$ cat src/rtl/move_collector.sv
// move_collector: consumer end of the per-square move stacks.
// On start, walks squares 0..N_SQUARES-1 once and pops every queued move,
// streaming each move out on a valid/ready port. Then it pulses done.
// Ports:
//   clk, rst            clock (rising edge), async active-high reset
//   start               begin a pass (sampled only while idle)
//   sq_empty, sq_move   per-square stack_empty / top-of-stack word
//   sq_read             per-square pop strobe (one-hot or zero)
//   move_out/_valid/_ready  collected-move stream
//   move_count, overflow    moves emitted this pass, sticky saturation flag
//   busy, done          not idle / one-cycle end-of-pass pulse
module move_collector #(
  parameter int N_SQUARES = 64,
  parameter int MOVE_W    = 16,
  parameter int CNT_W     = 8
) (
  input  logic                          clk,
  input  logic                          rst,
  input  logic                          start,
  input  logic [N_SQUARES-1:0]          sq_empty,
  input  logic [N_SQUARES*MOVE_W-1:0]   sq_move,
  output logic [N_SQUARES-1:0]          sq_read,
  output logic [MOVE_W-1:0]             move_out,
  output logic                          move_valid,
  input  logic                          move_ready,
  output logic [CNT_W-1:0]              move_count,
  output logic                          overflow,
  output logic                          busy,
  output logic                          done
);

  localparam int PTR_W = (N_SQUARES > 1) ? $clog2(N_SQUARES) : 1;
  localparam logic [PTR_W-1:0] LAST_SQ = PTR_W'(N_SQUARES - 1);
  localparam logic [CNT_W-1:0] CNT_MAX = {CNT_W{1'b1}};

  typedef enum logic [1:0] {
    S_IDLE = 2'd0,
    S_SCAN = 2'd1,
    S_HOLD = 2'd2,
    S_DONE = 2'd3
  } state_t;

  state_t              state_q, state_d;
  logic [PTR_W-1:0]    ptr_q, ptr_d;
  logic [N_SQUARES-1:0] sq_read_q, sq_read_d;
  logic [MOVE_W-1:0]   move_out_q, move_out_d;
  logic                move_valid_q, move_valid_d;
  logic [CNT_W-1:0]    count_q, count_d;
  logic                overflow_q, overflow_d;

  always_ff @(posedge clk or posedge rst) begin
    if (rst) begin
      state_q      <= S_IDLE;
      ptr_q        <= '0;
      sq_read_q    <= '0;
      move_out_q   <= '0;
      move_valid_q <= 1'b0;
      count_q      <= '0;
      overflow_q   <= 1'b0;
    end else begin
      state_q      <= state_d;
      ptr_q        <= ptr_d;
      sq_read_q    <= sq_read_d;
      move_out_q   <= move_out_d;
      move_valid_q <= move_valid_d;
      count_q      <= count_d;
      overflow_q   <= overflow_d;
    end
  end

  always_comb begin
    state_d      = state_q;
    ptr_d        = ptr_q;
    sq_read_d    = '0;          // pop strobe lives for a single cycle
    move_out_d   = move_out_q;
    move_valid_d = move_valid_q;
    count_d      = count_q;
    overflow_d   = overflow_q;

    case (state_q)
      S_IDLE: begin
        if (start) begin
          ptr_d      = '0;
          count_d    = '0;
          overflow_d = 1'b0;
          state_d    = S_SCAN;
        end
      end

      S_SCAN: begin
        // sq_move is only looked at when the square reports a move, so an
        // undefined word on an empty square never reaches move_out.
        if (!sq_empty[ptr_q]) begin
          move_out_d   = sq_move[ptr_q*MOVE_W +: MOVE_W];
          sq_read_d    = N_SQUARES'(1) << ptr_q;
          move_valid_d = 1'b1;
          state_d      = S_HOLD;
        end else if (ptr_q == LAST_SQ) begin
          state_d = S_DONE;
        end else begin
          ptr_d = ptr_q + 1'b1;
        end
      end

      S_HOLD: begin
        // move_valid is always 1 here, so ready alone completes the handshake.
        // ptr stays put so the same square is drained until it reads empty;
        // the intervening SCAN cycle gives the stack time to update.
        if (move_ready) begin
          move_valid_d = 1'b0;
          if (count_q == CNT_MAX) begin
            overflow_d = 1'b1;
          end else begin
            count_d = count_q + 1'b1;
          end
          state_d = S_SCAN;
        end
      end

      S_DONE: begin
        state_d = S_IDLE;
      end

      default: begin
        state_d = S_IDLE;
      end
    endcase
  end

  assign sq_read    = sq_read_q;
  assign move_out   = move_out_q;
  assign move_valid = move_valid_q;
  assign move_count = count_q;
  assign overflow   = overflow_q;
  assign busy       = (state_q != S_IDLE);
  assign done       = (state_q == S_DONE);

endmodule
$ cat config.mk
export PLATFORM = sky130hd
export DESIGN_NAME = move_collector
export DESIGN_NICKNAME = d
export VERILOG_FILES = /design/src/rtl/move_collector.sv
export SDC_FILE = /design/constraint.sdc
export NUM_CORES = 1
export LEC_CHECK = 0
export ABC_AREA = 1
export CORE_AREA = 2 2 466 468
export CTS_BUF_LIST = sky130_fd_sc_hd__clkbuf_8
export CTS_CLUSTER_SIZE = 14
export DETAILED_ROUTE_END_ITERATION = 6
export DIE_AREA = 0 0 468 470
export HOLD_SLACK_MARGIN = 0.15
export SYNTH_ARGS = -nofsm -noshare
export SYNTH_HDL_FRONTEND = slang
export SYNTH_SLANG_ARGS = --single-unit
$ cat constraint.sdc
create_clock -name clk -period 3.9 [get_ports clk]
set_clock_uncertainty 0.15 [all_clocks]
set_input_delay 0.585 -clock clk [delete_from_list [all_inputs] [get_ports clk]]
set_output_delay 0.585 -clock clk [all_outputs]
set_load 0.05 [all_outputs]
# Word-level counts from Yosys, hierarchy flattened
# Cells that the tools add are included.
[word_totals]
regBits = 98
inputBits = 1092
output_inout_bits = 92
elab_cells = 61
[op_classes]
addsub = 2
n_lt_le_gt_ge = 1
n_eq_ne = 13
n_shift = 2
muxes = 24
bitwise = 1
n_reduce_logical = 11
[op_table]
columns = ["operator", "n"]
rows = [
  ["variable part select 1024 x 11 -> 16 bit", 1],
  ["2-to-1 mux 64 bit", 2],
  ["left shift 1 x 6 -> 64 bit (first input constant)", 1],
  ["2-to-1 mux 8 bit", 3],
  ["2-to-1 mux 6 bit", 3],
  ["case mux 8 bit (2 select lines)", 1],
  ["!= test 2 bit (second input constant)", 7],
  ["case mux 6 bit (2 select lines)", 1],
  ["AND reduction 4 bit", 3],
  ["adder 8 x 1 -> 8 bit (second input constant)", 1],
  ["equality test 8 bit (second input constant)", 1],
  ["2-to-1 mux 2 bit", 4],
  ["case mux 2 bit (4 select lines)", 1],
  ["nonzero test 2 bit", 4],
  ["less-than comparator 6 x 7 -> 1 bit (second input constant)", 1],
  ["adder 6 x 1 -> 6 bit (second input constant)", 1],
  ["binary-select mux 1 bit (select 6 bit)", 1],
  ["equality test 6 bit (second input constant)", 1],
  ["2-to-1 mux 1 bit", 6],
  ["AND reduction 3 bit", 2],
  ["equality test 2 bit (second input constant)", 2],
  ["case mux 1 bit (2 select lines)", 2],
  ["!= test 3 bit (second input constant)", 1],
  ["equality test 2 x 1 -> 1 bit (second input constant)", 1],
  ["3 further kinds", 3],
]

# Depth between registers and ports, before layout
[depth]
depth_word = 4
ltp_mapped = 16
ltp_nobuf = 13

# Worst setup path after synthesis
# OpenSTA, ideal clock, no wires.
[synth_timing]
path_kind = "reg-to-reg"
startpoint = "register count_q[0] (netlist: move_count[0])"
endpoint = "register count_q[7] (netlist: move_count[7])"
arrival_ps = 1964
setup_slack_ps = 1662
path_stages_with_launch = 11
n_path_buf = 0
path_cell_list = "dfrtp_1 ha_1 nand2_1 nor2_1 a31oi_1 o21ai_1 nor2_1 nand2_1 nand2_1 nand2_1 nor2_1"
[synth_between]
elab_chain_cells = 4
elab_cells_between_ends = 7
cone_classes = "add/sub: 1; eq/ne: 2; mux: 3; reduce/logical: 1"
[synth_rtl]
columns = ["item", "line", "rtl"]
rows = [
  ["start, declared", "48", "logic [CNT_W-1:0] count_q, count_d;"],
  ["start signal, assigned", "66", "count_q <= count_d;"],
  ["adder 8 x 1 -> 8 bit", "114", "count_d = count_q + 1'b1;"],
  ["2-to-1 mux 8 bit", "111", "if (count_q == CNT_MAX) begin"],
  ["2-to-1 mux 8 bit", "109", "if (move_ready) begin"],
  ["case mux 8 bit (2 select lines)", "80", "case (state_q)"],
]
# Parallel ways exist; a longest one is shown, timed or not. The select of a mux whose other input is x is not followed.
# A chain may end at the register's enable or synchronous reset.

# Worst setup path after layout
[layout_timing]
startpoint = "register ptr_q[0]"
endpoint = "register sq_read_q[45] (netlist: sq_read[45])"
[layout_between]
elab_chain_cells = 4
elab_cells_between_ends = 5
cone_classes = "shift: 1; mux: 4"
[layout_rtl]
columns = ["item", "line", "rtl"]
rows = [
  ["start, declared", "44", "logic [PTR_W-1:0] ptr_q, ptr_d;"],
  ["start signal, assigned", "62", "ptr_q <= ptr_d;"],
  ["binary-select mux 1 bit (select 6 bit)", "93", "if (!sq_empty[ptr_q]) begin"],
  ["2-to-1 mux 1 bit (implied by the code)", "93", ""],
  ["2-to-1 mux 64 bit *", "93", ""],
  ["2-to-1 mux 64 bit *", "80", ""],
  ["named net sq_read_d[45]", "45", "logic [N_SQUARES-1:0] sq_read_q, sq_read_d;"],
  ["end signal, assigned", "63", "sq_read_q <= sq_read_d;"],
  ["end, declared", "45", ""],
]
# Mark *: on every way through the listed nets, which the timed path passes. The rest lies on a longest branch. The select of a mux whose other input is x is not followed.

==> results.md <==
- Clock root buffer: clkbuf_8
- Placed cells: 6526
- Ranking of synthesized cells by area: dfrtp_1, nor2_1, nand2_1, o21ai_0, o22ai_1
- FMAX: 285 MHz
- Min cycle time layout: 3.51 ns
- Slew of the pin with the lowest slew margin: 1.03 ns
- Worst Hold Path EP: move_out[7]
- Num CTS Buffers: 9
- Count of final hold-check violations: 0
- Mapped Nets: 3712
- Outcome: complete, but fails checks
- Routability cong.: 0.931
- Post-detail-place hpwl: 168000 um
- Hold_buf cts: 0
- Post-Place Worst Slack: 0.283 ns
- Vias in the first global route: 23.7k
- Clock-pin slew on the worst setup and hold paths: 0.12 ns
- CTS HTree Levels: 3
- Starting Density: 6.39%
- Area of the mapped netlist: 13800 um^2
- EDFF count, synth: 0
- Rows: 171
- DIE HEIGHT: 470 um
- R2r endpoint: sq_read[45]
- Crit path buf inv count: 2
- Post-CTS Setup Bufs: 0
- Synth top area share: 17.8%
- Area Growth Syn to Fin: 116%
- Critical-path cell list: buf_12 -> nor2_1 -> nor2_1 -> o21ai_1 -> nand2_1 -> a21oi_1 -> nand2_1 -> nand3_2 -> nand3_4 -> inv_4 -> nand2_2 -> nor2_1
- Clock Latency Late Sink: 0.46 ns
- CTS tree: built
- Layout cells sized above 1: 4.07%
- First-pass GRT wire length: 237000 um
- Total power: 13300 uW
- Worst r2r path cells: 12
- Post-Syn Area per Cell: 5.27 um^2
- Delay-heaviest family, CP: simple AND/OR/NAND/NOR gates
- Cell variety after synth: 28
- Setup TNS: 0 ns
- CP endpoint kind: register
- Post_cts resized: 0
- Max incr delay on CP: 0.55 ns
- Final setup viols: 0
- Max clock buf depth: 2
- Crit share post-route: 89.9%
- Io pins: 1184
- Async S/R FF share, synth: 100%
- Hold Crit Depth: 2
- GRT overflow: 0
- Reg2Reg Launch Point: ptr_q[0]
- Leak: 0.0110 uW
- Slew HR: 31.6%
- Dpl cell area: 29400 um^2
- Design area: 29700 um^2
- Drt pass-1 iters: 7
- Worst hold path class: register to register
- Largest net degree at the start of global routing: 148
- Number of synthesized register bits: 98
- P per Cell Area: 449 nW/um^2
- Via density: 3.63
- Max FO, Critical Path: 147
- Drt first-iter violations: 1391
- Core area: 216000 um^2
- Crit path arrival time: 3.68 ns
- Total Nets Final: 4782
- Initial antenna violation count: 152
- GRT Overall Usage: 16.6%
- Clock sink total: 98
- Gate Count Post-Synth: 2613
- Slowest-stage cell, CP: dfrtp_4
- DR vias: 24.0k
- Post-route insts no fill: 6597
- Post-synthesis sequential area ratio: 17.8%
- Port buffer count: 1183
- VDD IR max: 0.000250 V
- YS warnings: 0
- Most common cell in the synthesized netlist: nor2_1
- Top cell by count, worst path: nor2_1
- Post-synth top area cell: dfrtp_1
- Max Cap Violations: 0
- HP Start: move_out[7]
- Primary FF master, synth: dfrtp_1
- Area of the die: 220000 um^2
- DRC: 1
- Crit path required time: 4.07 ns
- Routed Antenna Nets: 0
- Die X: 468 um
- Violated checks: design-rule violations
- Pins over their slew limit: 0
- CP Launch Type: register
- RSZ-0062 raised after global routing: no
- Mean routed wirelength per cell: 29.1 um
- Synth top cells by count: nor2_1, nand2_1, o21ai_0, nand3_1, o22ai_1
- Setup CP Type: register to register
- R2R Setup Slk: 0.39 ns
- Final worst slack: 0.392 ns
- Drt total wl: 192000 um
- Fill cells: 25.2k
## where the power goes
| part | leakage (uW) | switching, uW | total [uW] | internal [uW] |
|---|---|---|---|---|
| Clock | 0.000103 | 524 | 780 | 256 |
| Combinational | 0.00961 | 7650 | 11300 | 3640 |
| Sequential | 0.00132 | 125 | 1280 | 1150 |
| Total | 0.0110 | 8290 | 13300 | 5050 |
## sequential cells by signal, summed over array words and instances (netlist names)
register	flops
move_count	8
ptr_q	6
sq_read	64
overflow	1
state_q	2
move_valid	1
move_out	16
## how the worst max path moves through the flow
stage | from | end | slack, ns | cells past startpoint
final | ptr_q[0] | sq_read[45] | 0.39 | 12
after global routing | ptr_q[0] | sq_read[34] | 0.24 | 14
after CTS | ptr_q[0] | move_out[11] | 0.27 | 13
after detailed placement | ptr_q[0] | move_out[11] | 0.28 | 13
after global placement | ptr_q[0] | move_out[11] | 0.26 | 13
after floorplan | rst | move_count[0] | 0.60 | 1
## final cells by class
type	count	area [um^2]	area share, %
Multi-Input combinational cell	2181	9860	33.2
Clock inverter	7	81.3	0.274
Inverter	96	387	1.30
Timing Repair Buffer	1297	13100	44.0
Sequential cell	98	2460	8.30
Antenna cell	55	138	0.463
Tap cell	2854	3570	12.0
Clock buffer	9	124	0.417
## tightest hold or removal path: stages, from the launching register on
cell and delay (ns):
dfrtp_1 0.36, nand2_1 0.05, nand2_1 0.06
## cells in the final DEF, fill, tap and decap left out, types with 2 or more instances in the layout
cell / instances
o31ai_1: 2
inv_4: 2
a21oi_1: 46
clkinv_4: 3
buf_4: 84
diode_2: 55
o21ai_1: 37
nand3_1: 215
o21ai_0: 434
ha_1: 7
nand2_2: 2
nand3b_1: 5
nor2_4: 3
clkinv_8: 2
dfrtp_4: 3
inv_8: 4
nand2_1: 589
inv_1: 89
nand4_1: 56
clkdlybuf4s50_1: 1183
o22ai_1: 175
nand3_2: 2
nor3_1: 2
dfrtp_1: 94
clkbuf_8: 9
nor2_1: 597
xor2_1: 6
buf_12: 30
## logic make-up after synthesis
kind of cell	count (synthesis)	share of synthesized area, %
AND/OR/NAND/NOR	1473	43.5
XOR/XNOR	6	0.382
flip-flops	98	17.8
AO/OA/AOI/OAI	695	26.9
buffers and inverters	334	10.7
adder cells (fa/ha/maj)	7	0.636
## stage by stage
stage	hold slack, ns	util, %
finish	0.346	13.8
global route	0.382	13.7
CTS	0.349	13.7
detailed placement	0.320	13.6
global placement	0.314	13.6
floorplan	0.413	-
## routing by layer
| metal | track usage [%] | share of wire, % |
|---|---|---|
| met1 | 19.0 | 39 |
| met2 | 30.3 | 50 |
| met3 | 4.00 | 8.4 |
| met4 | 4.18 | 3.1 |
| met5 | 0 | 0.20 |
(Power assumes the default switching activity.)
